--- config.mk ---
export PLATFORM = sky130hd
export DESIGN_NAME = ex_operand_stage
export DESIGN_NICKNAME = d
export VERILOG_FILES = /design/src/rtl/ex_operand_stage_pkg.sv /design/src/rtl/ex_operand_stage_fwd_mux.sv /design/src/rtl/ex_operand_stage.sv
export SDC_FILE = /design/constraint.sdc
export NUM_CORES = 1
export LEC_CHECK = 0
export CORE_AREA = 2 2 222 224
export CTS_CLUSTER_DIAMETER = 80
export DETAILED_ROUTE_END_ITERATION = 16
export DIE_AREA = 0 0 224 226
export HOLD_SLACK_MARGIN = 0.08
export PLACE_DENSITY = 0.54
export SKIP_LAST_GASP = 1
export SLEW_MARGIN = 20
export SYNTH_ARGS = -nofsm -noshare
export SYNTH_HDL_FRONTEND = slang
export SYNTH_HIERARCHICAL = 1
export SYNTH_SLANG_ARGS = --single-unit
--- constraint.sdc ---
create_clock -name clk -period 2.05 [get_ports clk]
set_input_delay 0.41 -clock clk [delete_from_list [all_inputs] [get_ports clk]]
set_output_delay 0.41 -clock clk [all_outputs]
set_load 0.005 [all_outputs]
--- src/rtl/ex_operand_stage_pkg.sv ---
// Shared types for the 64-bit integer pipe: data word, ALU operation
// encoding, operand-select encodings and the decode-to-execute payload.
package ex_operand_stage_pkg;

   typedef logic [63:0] u64;

   typedef enum logic [3:0] {
      ALU_ADD  = 4'd0,
      ALU_SUB  = 4'd1,
      ALU_AND  = 4'd2,
      ALU_OR   = 4'd3,
      ALU_XOR  = 4'd4,
      ALU_SLL  = 4'd5,
      ALU_SRL  = 4'd6,
      ALU_SRA  = 4'd7,
      ALU_SLT  = 4'd8,
      ALU_SLTU = 4'd9
   } ALU_CTR;

   typedef enum logic [1:0] {
      OPA_RS1  = 2'd0,
      OPA_PC   = 2'd1,
      OPA_ZERO = 2'd2
   } OPA_SEL;

   typedef enum logic [1:0] {
      OPB_RS2  = 2'd0,
      OPB_IMM  = 2'd1,
      OPB_FOUR = 2'd2
   } OPB_SEL;

   typedef struct packed {
      logic [4:0] rs1_idx;
      logic [4:0] rs2_idx;
      u64         rs1_val;
      u64         rs2_val;
      u64         pc;
      u64         imm;
      OPA_SEL     a_sel;
      OPB_SEL     b_sel;
      ALU_CTR     alu_ctrl;
      logic [4:0] rd;
      logic       wen;
   } ex_req_t;

endpackage

--- src/rtl/ex_operand_stage_fwd_mux.sv ---
// Combinational bypass select for one source register.
// Ports: idx/rf_val (source index and register-file data), mem_* (MEM-stage
// producer), wb_* (WB-stage producer), fwd_val (resolved source value).
// x0 always reads zero; MEM beats WB; a MEM load has no data yet and is
// never forwarded (the top stalls on it instead).
module fwd_mux
   import ex_operand_stage_pkg::*;
(
   input  logic [4:0] idx,
   input  u64         rf_val,
   input  logic       mem_valid,
   input  logic [4:0] mem_rd,
   input  u64         mem_data,
   input  logic       mem_is_load,
   input  logic       wb_valid,
   input  logic [4:0] wb_rd,
   input  u64         wb_data,
   output u64         fwd_val
);

   always_comb begin
      fwd_val = rf_val;
      if (idx == 5'd0)
         fwd_val = '0;
      else if (mem_valid && (mem_rd == idx) && !mem_is_load)
         fwd_val = mem_data;
      else if (wb_valid && (wb_rd == idx))
         fwd_val = wb_data;
   end

endmodule

--- src/rtl/ex_operand_stage.sv ---
// Decode-to-execute pipeline register with operand selection, MEM/WB
// forwarding and load-use stall.
// Ports: in_* (decode payload + valid/ready), mem_fwd_*/wb_fwd_* (producer
// buses), flush, out_valid/out_ready handshake to execute, and the
// registered payload data_a, data_b, ALU_ctrl, out_rd, out_wen.
module ex_operand_stage
   import ex_operand_stage_pkg::*;
(
   input  logic       clk,
   input  logic       rst_n,
   input  logic       in_valid,
   output logic       in_ready,
   input  logic [4:0] in_rs1_idx,
   input  logic [4:0] in_rs2_idx,
   input  u64         in_rs1_val,
   input  u64         in_rs2_val,
   input  u64         in_pc,
   input  u64         in_imm,
   input  OPA_SEL     in_a_sel,
   input  OPB_SEL     in_b_sel,
   input  ALU_CTR     in_alu_ctrl,
   input  logic [4:0] in_rd,
   input  logic       in_wen,
   input  logic       mem_fwd_valid,
   input  logic [4:0] mem_fwd_rd,
   input  u64         mem_fwd_data,
   input  logic       mem_fwd_is_load,
   input  logic       wb_fwd_valid,
   input  logic [4:0] wb_fwd_rd,
   input  u64         wb_fwd_data,
   input  logic       flush,
   output logic       out_valid,
   input  logic       out_ready,
   output u64         data_a,
   output u64         data_b,
   output ALU_CTR     ALU_ctrl,
   output logic [4:0] out_rd,
   output logic       out_wen
);

   ex_req_t    req;
   logic [4:0] src_idx [2];
   u64         src_rf  [2];
   u64         src_fwd [2];
   u64         opa_next;
   u64         opb_next;
   logic       rs1_used;
   logic       rs2_used;
   logic       hazard;
   logic       capture;

   assign req = '{rs1_idx: in_rs1_idx, rs2_idx: in_rs2_idx,
                  rs1_val: in_rs1_val, rs2_val: in_rs2_val,
                  pc: in_pc, imm: in_imm, a_sel: in_a_sel, b_sel: in_b_sel,
                  alu_ctrl: in_alu_ctrl, rd: in_rd, wen: in_wen};

   assign src_idx[0] = req.rs1_idx;
   assign src_idx[1] = req.rs2_idx;
   assign src_rf[0]  = req.rs1_val;
   assign src_rf[1]  = req.rs2_val;

   generate
      for (genvar gi = 0; gi < 2; gi++) begin : g_fwd
         fwd_mux u_fwd_mux (
            .idx         (src_idx[gi]),
            .rf_val      (src_rf[gi]),
            .mem_valid   (mem_fwd_valid),
            .mem_rd      (mem_fwd_rd),
            .mem_data    (mem_fwd_data),
            .mem_is_load (mem_fwd_is_load),
            .wb_valid    (wb_fwd_valid),
            .wb_rd       (wb_fwd_rd),
            .wb_data     (wb_fwd_data),
            .fwd_val     (src_fwd[gi])
         );
      end
   endgenerate

   // Only a source that actually reaches the ALU can cause a load-use stall.
   assign rs1_used = (req.a_sel == OPA_RS1);
   assign rs2_used = (req.b_sel == OPB_RS2);
   assign hazard   = mem_fwd_valid && mem_fwd_is_load && (mem_fwd_rd != 5'd0) &&
                     ((rs1_used && (mem_fwd_rd == req.rs1_idx)) ||
                      (rs2_used && (mem_fwd_rd == req.rs2_idx)));

   assign in_ready = (!out_valid || out_ready) && !hazard && !flush;
   assign capture  = in_valid && in_ready;

   always_comb begin
      opa_next = '0;
      case (req.a_sel)
         OPA_RS1: opa_next = src_fwd[0];
         OPA_PC:  opa_next = req.pc;
         default: opa_next = '0;
      endcase
   end

   always_comb begin
      opb_next = '0;
      case (req.b_sel)
         OPB_RS2:  opb_next = src_fwd[1];
         OPB_IMM:  opb_next = req.imm;
         OPB_FOUR: opb_next = 64'd4;
         default:  opb_next = '0;
      endcase
   end

   // flush is folded into in_ready, so capture is already blocked on flush.
   always_ff @(posedge clk or negedge rst_n) begin
      if (!rst_n) begin
         out_valid <= 1'b0;
         data_a    <= '0;
         data_b    <= '0;
         ALU_ctrl  <= ALU_ADD;
         out_rd    <= 5'd0;
         out_wen   <= 1'b0;
      end else begin
         if (flush) begin
            out_valid <= 1'b0;
         end else if (capture) begin
            out_valid <= 1'b1;
            data_a    <= opa_next;
            data_b    <= opb_next;
            ALU_ctrl  <= req.alu_ctrl;
            out_rd    <= req.rd;
            out_wen   <= req.wen;
         end else if (out_valid && out_ready) begin
            out_valid <= 1'b0;
         end
      end
   end

endmodule

=== Yosys cells after proc, flatten, opt, wreduce, memory -nomap -nowiden ===
Cells that the tools add are included.

* Eq/ne operators: 7
* Reductions and logical operators: 28
* Muxes and demuxes: 11
* Bitwise gates (word level): 1

{| class="wikitable"
|+ Operator list
! kind !! count
|-
| $mux W64 || 6
|-
| $pmux W64 S3 || 1
|-
| $pmux W64 S2 || 1
|-
| $eq A5 B5 Y1 || 4
|-
| $logic_and A1 B1 Y1 || 15
|-
| $logic_not A5 Y1 || 2
|-
| $reduce_bool A5 Y1 || 1
|-
| $eq A2 B1 Y1 const B || 2
|-
| $logic_not A1 Y1 || 4
|-
| $logic_not A2 Y1 || 2
|-
| $mux W1 || 3
|-
| $reduce_bool A3 Y1 || 1
|-
| $eq A2 B2 Y1 const B || 1
|-
| $logic_or A1 B1 Y1 || 2
|-
| $reduce_and A2 Y1 || 1
|-
| $not A1 Y1 || 1
|}

* Word-level logic and storage cells: 53
* Input bits: 426
* Output and inout bits: 140
* Flip-flop bits (word level): 139

=== Logic depth before layout (Yosys ltp) ===
Gate-level depths: netlist of the first run.

* Depth in word-level cells: 10
* Gate-level depth with buffers: 9

=== Cells and area by module ===
The synthesis of the first run kept the hierarchy.

{| class="wikitable"
|+ By module, submodules not included
! module !! area an instance (um^2) !! seq. area each (um^2) !! cells each !! times used
|-
| ex_operand_stage || 6517.5 || 3478.3 || 476 || 1
|-
| fwd_mux || 2029.4 || 0.0 || 334 || 2
|}

=== Least setup slack after synthesis of the first run ===
No wires, ideal clock.

* Path type: input to register
* Start: input port in_rs2_idx[2]
* End: register data_b[2]
* Cell stages on the path: 7
* Setup slack: 0.049 ns
* Arrival time: 1.876 ns
* Library setup time: 0.125 ns
* Cells stage by stage: or4_1 -> nor2_2 -> buf_2 -> a311oi_1 -> nor3_1 -> a21oi_1 -> mux2_4

{| class="wikitable"
|+ RTL lines
! element !! line !! RTL
|-
| start: declaration || ex_operand_stage.sv:14 || <nowiki>input logic [4:0] in_rs2_idx,</nowiki>
|-
| end signal: assignment || ex_operand_stage.sv:123 || <nowiki>data_b <= opb_next;</nowiki>
|-
| end: declaration || ex_operand_stage.sv:35 || <nowiki>output u64 data_b,</nowiki>
|}

=== Worst setup path after layout of the first run ===
* Start: input port mem_fwd_rd[0]
* End: output port in_ready

* Word-level cells in the longest chain between the ends: 7

{| class="wikitable"
|+ RTL lines
! element !! line !! RTL
|-
| start: declaration || ex_operand_stage.sv:25 || <nowiki>input logic [4:0] mem_fwd_rd,</nowiki>
|-
| $eq A5 B5 Y1 (on tied branches) || ex_operand_stage.sv:83, ex_operand_stage.sv:84 ||
|-
| $logic_and A1 B1 Y1 (on tied branches) || ex_operand_stage.sv:83, ex_operand_stage.sv:84 ||
|-
| $logic_or A1 B1 Y1 || ex_operand_stage.sv:83 || <nowiki>((rs1_used && (mem_fwd_rd == req.rs1_idx)) ||</nowiki>
|-
| $logic_and A1 B1 Y1 * || ex_operand_stage.sv:82 || <nowiki>assign hazard = mem_fwd_valid && mem_fwd_is_load && (mem_fwd_rd != 5'd0) &&</nowiki>
|-
| $logic_not A1 Y1 * || ex_operand_stage.sv:86 || <nowiki>assign in_ready = (!out_valid || out_ready) && !hazard && !flush;</nowiki>
|-
| $logic_and A1 B1 Y1 * (2 in series) || ex_operand_stage.sv:86 ||
|-
| end: declaration || ex_operand_stage.sv:12 || <nowiki>output logic in_ready,</nowiki>
|}

Every way passes the cells marked *; elsewhere a longest branch is shown, timed or not.

==> report_table.html, run 1 <==
<table>
<tr><th>Metric</th><th>Value</th></tr>
<tr><th colspan="2">Synthesis</th></tr>
<tr><td>Post-synthesis instance area</td><td>10600 µm²</td></tr>
<tr><td>Simple-gate share of the synthesized area</td><td>0.154</td></tr>
<tr><td>Adder-cell area share of the yosys netlist</td><td>0</td></tr>
<tr><td>Mean post-synth cell area</td><td>9.25 µm²</td></tr>
<tr><td>Gate count after technology mapping</td><td>1144</td></tr>
<tr><td>Yosys Warn Count</td><td>6</td></tr>
<tr><td>Combinational family with the most area after synthesis</td><td>compound AO/OA/AOI/OAI gates</td></tr>
<tr><td>Mapped Nets</td><td>1570</td></tr>
<tr><td>Post-synthesis compound-gate area fraction</td><td>0.279</td></tr>
<tr><td>Post-synthesis xor/xnor area fraction</td><td>0.0248</td></tr>
<tr><td>Mux contribution to synthesized area</td><td>0.136</td></tr>
<tr><td>Distinct cell type count after synthesis</td><td>32</td></tr>
<tr><td>Cell taking the most area after synthesis</td><td>dfrtp_1</td></tr>
<tr><td>Cell types occupying the most area after synthesis</td><td>dfrtp_1 33%, mux2i_1 12%, a311oi_1 11%</td></tr>
<tr><td>Flop and latch count out of synthesis</td><td>139</td></tr>
<tr><td>Fraction of post-synthesis cell area in the top cell type by area</td><td>0.329</td></tr>
<tr><td>Sequential share of the synthesized area</td><td>0.329</td></tr>
<tr><th colspan="2">Clocking</th></tr>
<tr><td>Longest Clk Path Bufs</td><td>2</td></tr>
<tr><td>Number of clock sinks seen by CTS</td><td>139</td></tr>
<tr><td>Source-to-sink clock delay at the later pin of the worst-skew pair</td><td>490 ps</td></tr>
<tr><td>Root Buffer Master</td><td>clkbuf_16</td></tr>
<tr><td>Clock-pin slew on the worst setup and hold paths</td><td>70 ps</td></tr>
<tr><td>TritonCTS clock tree</td><td>done</td></tr>
<tr><td>Htree depth</td><td>4</td></tr>
<tr><td>Clock buffer count from CTS</td><td>17</td></tr>
<tr><th colspan="2">Global route</th></tr>
<tr><td>Met2 Usage GRT</td><td>0.424</td></tr>
<tr><td>Via count of the first global-routing pass</td><td>14.0k</td></tr>
<tr><td>Most Crowded Layer GR</td><td>met2</td></tr>
<tr><td>GR Layer Usage met1</td><td>0.305</td></tr>
<tr><td>Routing usage on met3</td><td>0.0593</td></tr>
<tr><td>Overflow left after global routing</td><td>0</td></tr>
<tr><td>Antenna violations before repair</td><td>6</td></tr>
<tr><td>Total routing usage reported by global routing</td><td>0.250</td></tr>
<tr><td>Largest net degree at the start of global routing</td><td>79</td></tr>
<tr><td>First-pass GRT wire length</td><td>93100 µm</td></tr>
<tr><th colspan="2">Setup path</th></tr>
<tr><td>Kind of end point of the critical path</td><td>output pin</td></tr>
<tr><td>Worst path bufs/invs</td><td>4</td></tr>
<tr><td>Critical path startpoint category</td><td>input pin</td></tr>
<tr><td>Minimum setup slack among reg-to-reg paths</td><td>440 ps</td></tr>
<tr><td>CP Cell Sequence</td><td>buf_8, buf_6, xor2_2, nor4_2, buf_4, a22oi_2, nor2_4, nor3b_4, buf_2</td></tr>
<tr><td>Master of the slowest instance on the critical path</td><td>nor4_2</td></tr>
<tr><td>Biggest cell delay along the critical path</td><td>300 ps</td></tr>
<tr><td>Start-to-end type of the worst setup path</td><td>in -&gt; out</td></tr>
<tr><td>Critical path required time</td><td>1640 ps</td></tr>
<tr><td>CP max FO</td><td>4</td></tr>
<tr><td>WP data arrival</td><td>1740 ps</td></tr>
<tr><td>Cell family with most CP delay</td><td>simple AND/OR/NAND/NOR gates</td></tr>
<tr><th colspan="2">Final layout</th></tr>
<tr><td>Area of the multi-input gates</td><td>6710 µm²</td></tr>
<tr><td>Fillers</td><td>4745</td></tr>
<tr><td>Post-layout instance area</td><td>19400 µm²</td></tr>
<tr><td>Area Overhead vs Synth</td><td>83.7%</td></tr>
<tr><td>Share of cells above drive strength 1</td><td>0.173</td></tr>
<tr><td>Commonest cells after routing, fill and taps aside</td><td>536 x clkdlybuf4s50_1, 139 x dfrtp_1, 132 x nand4_1</td></tr>
<tr><td>Count of nets after finishing</td><td>2186</td></tr>
<tr><td>Commonest non-fill, non-tap cell in the layout</td><td>clkdlybuf4s50_1</td></tr>
<tr><td>Storage element area</td><td>3480 µm²</td></tr>
<tr><th colspan="2">Die</th></tr>
<tr><td>Starting density of the core</td><td>0.219</td></tr>
<tr><td>Count of standard-cell rows</td><td>81</td></tr>
<tr><td>Die extent in y</td><td>226 µm</td></tr>
<tr><td>Die footprint</td><td>50600 µm²</td></tr>
<tr><td>Die width</td><td>224 µm</td></tr>
<tr><td>Core Box Area</td><td>48300 µm²</td></tr>
<tr><td>I/O pin total</td><td>566</td></tr>
<tr><th colspan="2">Route</th></tr>
<tr><td>Detailed Route Iter0 Violations</td><td>1152</td></tr>
<tr><td>Detailed-route via count</td><td>13.7k</td></tr>
<tr><td>Average routed wire per standard cell</td><td>28.1 µm</td></tr>
<tr><td>Drt drc</td><td>0</td></tr>
<tr><td>Avg Vias per Cell</td><td>5.71</td></tr>
<tr><td>Final routed wirelength across all metal layers</td><td>67500 µm</td></tr>
<tr><td>Number of nets still failing antenna checks after routing</td><td>0</td></tr>
<tr><td>Count of TritonRoute iterations in the first routing pass</td><td>6</td></tr>
<tr><th colspan="2">Hold path</th></tr>
<tr><td>Hold Crit Class</td><td>in -&gt; async</td></tr>
<tr><th colspan="2">Place</th></tr>
<tr><td>Detailed Place HPWL</td><td>47000 µm</td></tr>
<tr><td># port buffers</td><td>565</td></tr>
<tr><td>Last weighted congestion value of the routability-driven placer</td><td>0.907</td></tr>
<tr><td>Post-DP Area</td><td>18000 µm²</td></tr>
<tr><th colspan="2">Timing</th></tr>
<tr><td>Slew HR</td><td>0.522</td></tr>
<tr><td>Least-Margin Pin Slew</td><td>718 ps</td></tr>
<tr><td>Count of final max-slew check failures</td><td>0</td></tr>
<tr><td>Post-route worst hold slack</td><td>397 ps</td></tr>
<tr><td>Setup total negative slack</td><td>-99.2 ps</td></tr>
<tr><td>Final hold violation count</td><td>0</td></tr>
<tr><td>Max Clk Rate</td><td>465 MHz</td></tr>
<tr><td>Final min period</td><td>2150 ps</td></tr>
<tr><td>Unrepaired setup endpoints after global routing</td><td>true</td></tr>
<tr><td>Final cycle utilization of the critical path</td><td>1.05</td></tr>
<tr><td>Total of endpoints with negative setup slack in the final report</td><td>1</td></tr>
<tr><td>Worst Clk Skew</td><td>18.2 ps</td></tr>
<tr><td>Min setup slack post-route</td><td>-99.2 ps</td></tr>
<tr><th colspan="2">Pwr</th></tr>
<tr><td>Leakage power summed over all cells</td><td>7.31 nW</td></tr>
<tr><td>Maximum vdd drop</td><td>0.534 mV</td></tr>
<tr><td>Total power draw</td><td>10.6 mW</td></tr>
<tr><td>PwrDens</td><td>547 nW/µm²</td></tr>
<tr><th colspan="2">Outcome</th></tr>
<tr><td>Status</td><td>finished with violations</td></tr>
<tr><td>Violations in the final reports</td><td>negative setup slack</td></tr>
<tr><th colspan="2">Run</th></tr>
<tr><td>Max-capacitance violation count</td><td>0</td></tr>
</table>
==> cell families after synthesis <==
group	Yosys count
buf+inv	161
simple gates	285
xor+xnor	30
compound gates	391
mux	138
flops	139
==> worst paths after layout <==
path / start / endpoint / depth (start not counted)
max: mem_fwd_rd[0] / in_ready / 9
min: rst_n / data_a[25]$_DFFE_PN0P_ / 2
max reg2reg: out_valid$_DFFE_PN0P_ / data_b[57]$_DFFE_PN0P_ / 7
min reg2reg: data_a[51]$_DFFE_PN0P_ / data_a[51]$_DFFE_PN0P_ / 1
max in group asynchronous: rst_n / data_a[41]$_DFFE_PN0P_ / 3
min in group clk: data_a[51]$_DFFE_PN0P_ / data_a[51]$_DFFE_PN0P_ / 1
==> metrics by stage <==
step / setup WS [ps] / util / std cells
floorplan: 49.4 / - / 1144
finish: -99.2 / 0.402 / 2401
global route: -164 / 0.402 / 2398
detailed placement: -1250 / 0.371 / 2328
CTS: -131 / 0.391 / 2378
global placement: -1270 / 0.371 / 2328
==> layer usage <==
metal | share of wire | wire (µm)
met1 | 0.39 | 26200
met2 | 0.48 | 32600
met5 | 0.00040 | 27
met4 | 0.037 | 2500
met3 | 0.092 | 6200
==> registers in the layout, summed over array words and instances (netlist names) <==
name	count
out_wen	1
data_a	64
data_b	64
out_valid	1
ALU_ctrl	4
out_rd	5
==> power breakdown <==
| part | switching [mW] | internal (mW) |
|---|---|---|
| Clock | 1.45 | 1.82 |
| Sequential | 0.228 | 3.11 |
| Combinational | 1.69 | 2.32 |
==> final cells by class <==
class | count | share of cell area
well taps | 622 | 0.0401
multi-input cells | 845 | 0.345
repair buffers | 757 | 0.405
diodes | 6 | 0.000773
flip-flops and latches | 139 | 0.179
clock buffers | 19 | 0.0228
clock inverters | 13 | 0.00728
==> synth_stat cells <==
cell / n
a22oi_2: 1
nand4_1: 132
nand2b_1: 2
o21bai_2: 1
clkbuf_1: 58
o21ai_0: 129
or4_1: 2
nor4_1: 1
xor2_1: 10
xnor2_1: 20
buf_6: 5
mux2_4: 11
o21ai_2: 2
or2_1: 2
nand3b_1: 3
a21oi_1: 2
nand2_1: 2
nor3b_1: 1
buf_2: 71
buf_4: 23
and4_1: 2
o2bb2ai_1: 127
dfrtp_1: 139
nor4_2: 1
nor2_2: 2
o211ai_4: 1
nor2_1: 3
buf_1: 4
nor3_1: 131
a311oi_1: 128
or4_4: 1
mux2i_1: 127
==> timing repair <==
item	CTS	global route
hold endpoints to repair	29	0
setup endpoints to repair	139	114
hold buffers	1	0
setup buffers	14	11
resized for setup	82	61
gates cloned	4	6
pin swaps	20	22
Power figures use the tool's default switching activity.
==> run 2: changes to the inputs <==
--- a/config.mk
+++ b/config.mk
@@ -5,6 +5,7 @@
 export SDC_FILE = /design/constraint.sdc
 export NUM_CORES = 1
 export LEC_CHECK = 0
+export CAP_MARGIN = 0
 export CORE_AREA = 2 2 222 224
 export CTS_CLUSTER_DIAMETER = 80
 export DETAILED_ROUTE_END_ITERATION = 16
==> results of run 2 <==
Final layout, timing and power as in run 1 (identical DEF).
==> patch (settings of run 2) <==
Make the reset (`rst_n`) synchronous in one clocked block.
--- a/src/rtl/ex_operand_stage.sv
+++ b/src/rtl/ex_operand_stage.sv
@@ -108,3 +108,3 @@
    // flush is folded into in_ready, so capture is already blocked on flush.
-   always_ff @(posedge clk or negedge rst_n) begin
+   always_ff @(posedge clk) begin
       if (!rst_n) begin
Function: changed (Yosys sat finds a counterexample within 4 cycles, from zero or initial values and one cycle with rst_n low; the reset may be asserted at any time).
==> patch against run 2 <==
- the flow still finishes with violations (setup timing)
- sequential power shrank 15%
- power fell by 10%
- clock skew is 0.011 ns lower
- die area did not move
- routed wire length is 2.3% lower
- final area up 0.89%
- combinational power fell by 20%
- core utilization increased by 0.36 points
- critical path type is now in2reg
- hold slack got worse by 0.15 ns
- synthesized area rose by 6.2%
- setup slack improved by 0.063 ns
- sequential cell count stayed put
- sequential share of layout area down 3.7 points
==> patch: results (changes against run 2) <==
status:
  status: "finished with violations"
  violations: "setup timing"
placement:
  finalWeightedCongestion: 0.939  # +3.5%
  place.detailed.hpwl_um: 48000  # +2.2%
critical_path:
  worst_path_cell_with_the_longest_stage_delay: "a311oi_1"
  cpLargestDelayFamily: "buffers and inverters"
  worstReg2RegEnd: "data_a[43]"
  worst-r2r-setup-slack_ns: 0.50  # +0.06 ns
  worstSetupStartpoint: "in_rs2_idx[4]"
  crit-reg2reg-launch: "out_valid"
  critical_path_arrival_ns: 2.51  # +0.77 ns
  timing.critical_path.to: "data_b[31]"
logic_synthesis:
  synth_async_sr_flop_share_pct: 0  # -100 points
  cell_variety_after_synth: 29  # -9.4%
  yosys_most_used_dff: "dfxtp_1"
  synth_top_cells_by_area: "dfxtp_1 25%, mux2_2 13%, mux2i_1 12%"
  netlist_top_cells_count: "279 x nand2_1, 139 x dfxtp_1, 138 x mux2i_1"
  synth.net_count: 1863  # +19%
  ys_seq_area_share_pct: 24.8  # -8.1 points
global_route:
  grtUsageMet1_pct: 29.7  # -0.77 points
  globalRouteMet3Util_pct: 6.47  # +0.53 points
  groute.layer.met2.usage_pct: 41.4  # -0.94 points
  grt_antenna_before_repair: 11  # +5
  grt_max_degree: 74  # -6.3%
timing:
  setup_viol_count_final: 7  # +6
  fin_skew_ns: 0.00742  # -0.0108 ns
  worst_slack_ns: -0.0365  # +0.0627 ns
  slew_headroom_pct: 60.3  # +8.1 points
detailed_routing:
  routed-wl-met2_um: 31000  # -4.7%
  dr_total_vias: 14645  # +6.8%
cells_and_area:
  final.fill_count: 4912  # +3.5%
  num-nets-final: 2416  # +11%
power:
  power.ir.vdd_worst_uv: 445  # -17%
  p_leak_uw: 0.00717  # -2.0%
-- patch: cell count changes in the layout (fill, tap and decap cells not counted), sizes merged, moves of 3 or more --
cell	before	now
mux2i	127	138
dfrtp	139	0
nor2b	0	3
buf	195	159
nand2	2	279
dfxtp	0	139
o2bb2ai	127	0
mux2	11	127
dlygate4sd2	7	4
diode	6	10
-- patch: power groups by stage --
stage          clock, µW  sequential [µW]  combinational (µW)
3_5_place_dp           0             2910                3030
4_1_cts             3630             2850                3110
5_1_grt             3730             2860                3330
2_1_floorplan          0             2920                1190
3_3_place_gp           0             2910                3020
6_report            3510             2850                3190
-- patch: through the flow --
stage	hold WS, ns	util, %	cells	instance area [µm²]
global placement	0.444	38.1	2582	18400
floorplan	0.454	-	1437	11200
CTS	0.199	40.0	2625	19300
global route	0.223	40.5	2633	19600
finish	0.249	40.5	2635	19600
detailed placement	0.451	38.1	2582	18400
-- patch: cell type report --
class	count	area share [%]
flip-flops and latches	139	14.2
clock inverters	13	0.932
repair buffers	714	37.7
multi-input cells	1118	40.8
well taps	622	3.97
diodes	10	0.128
clock buffers	19	2.31
-- patch: worst min path at each step --
stage	slack (ns)	to
4_1_cts	0.20	ALU_ctrl[0]
6_report	0.25	ALU_ctrl[0]
3_3_place_gp	0.44	data_b[2]
5_1_grt	0.22	out_rd[2]
3_5_place_dp	0.45	ALU_ctrl[3]
2_1_floorplan	0.45	ALU_ctrl[0]
-- patch: cell families after synthesis --
group / after synthesis / share of synthesized area [%]
compound gates: 263 / 16.2
xor+xnor: 30 / 2.34
buf+inv: 180 / 8.08
flops: 139 / 24.8
mux: 265 / 25.0
simple gates: 560 / 23.6
-- patch: timing repair --
item | in CTS | in global routing
endpoints found under the setup margin | 139 | 117
pin swaps | 13 | 18
gates cloned | 2 | 1
resized for setup | 67 | 75
setup buffers | 9 | 1
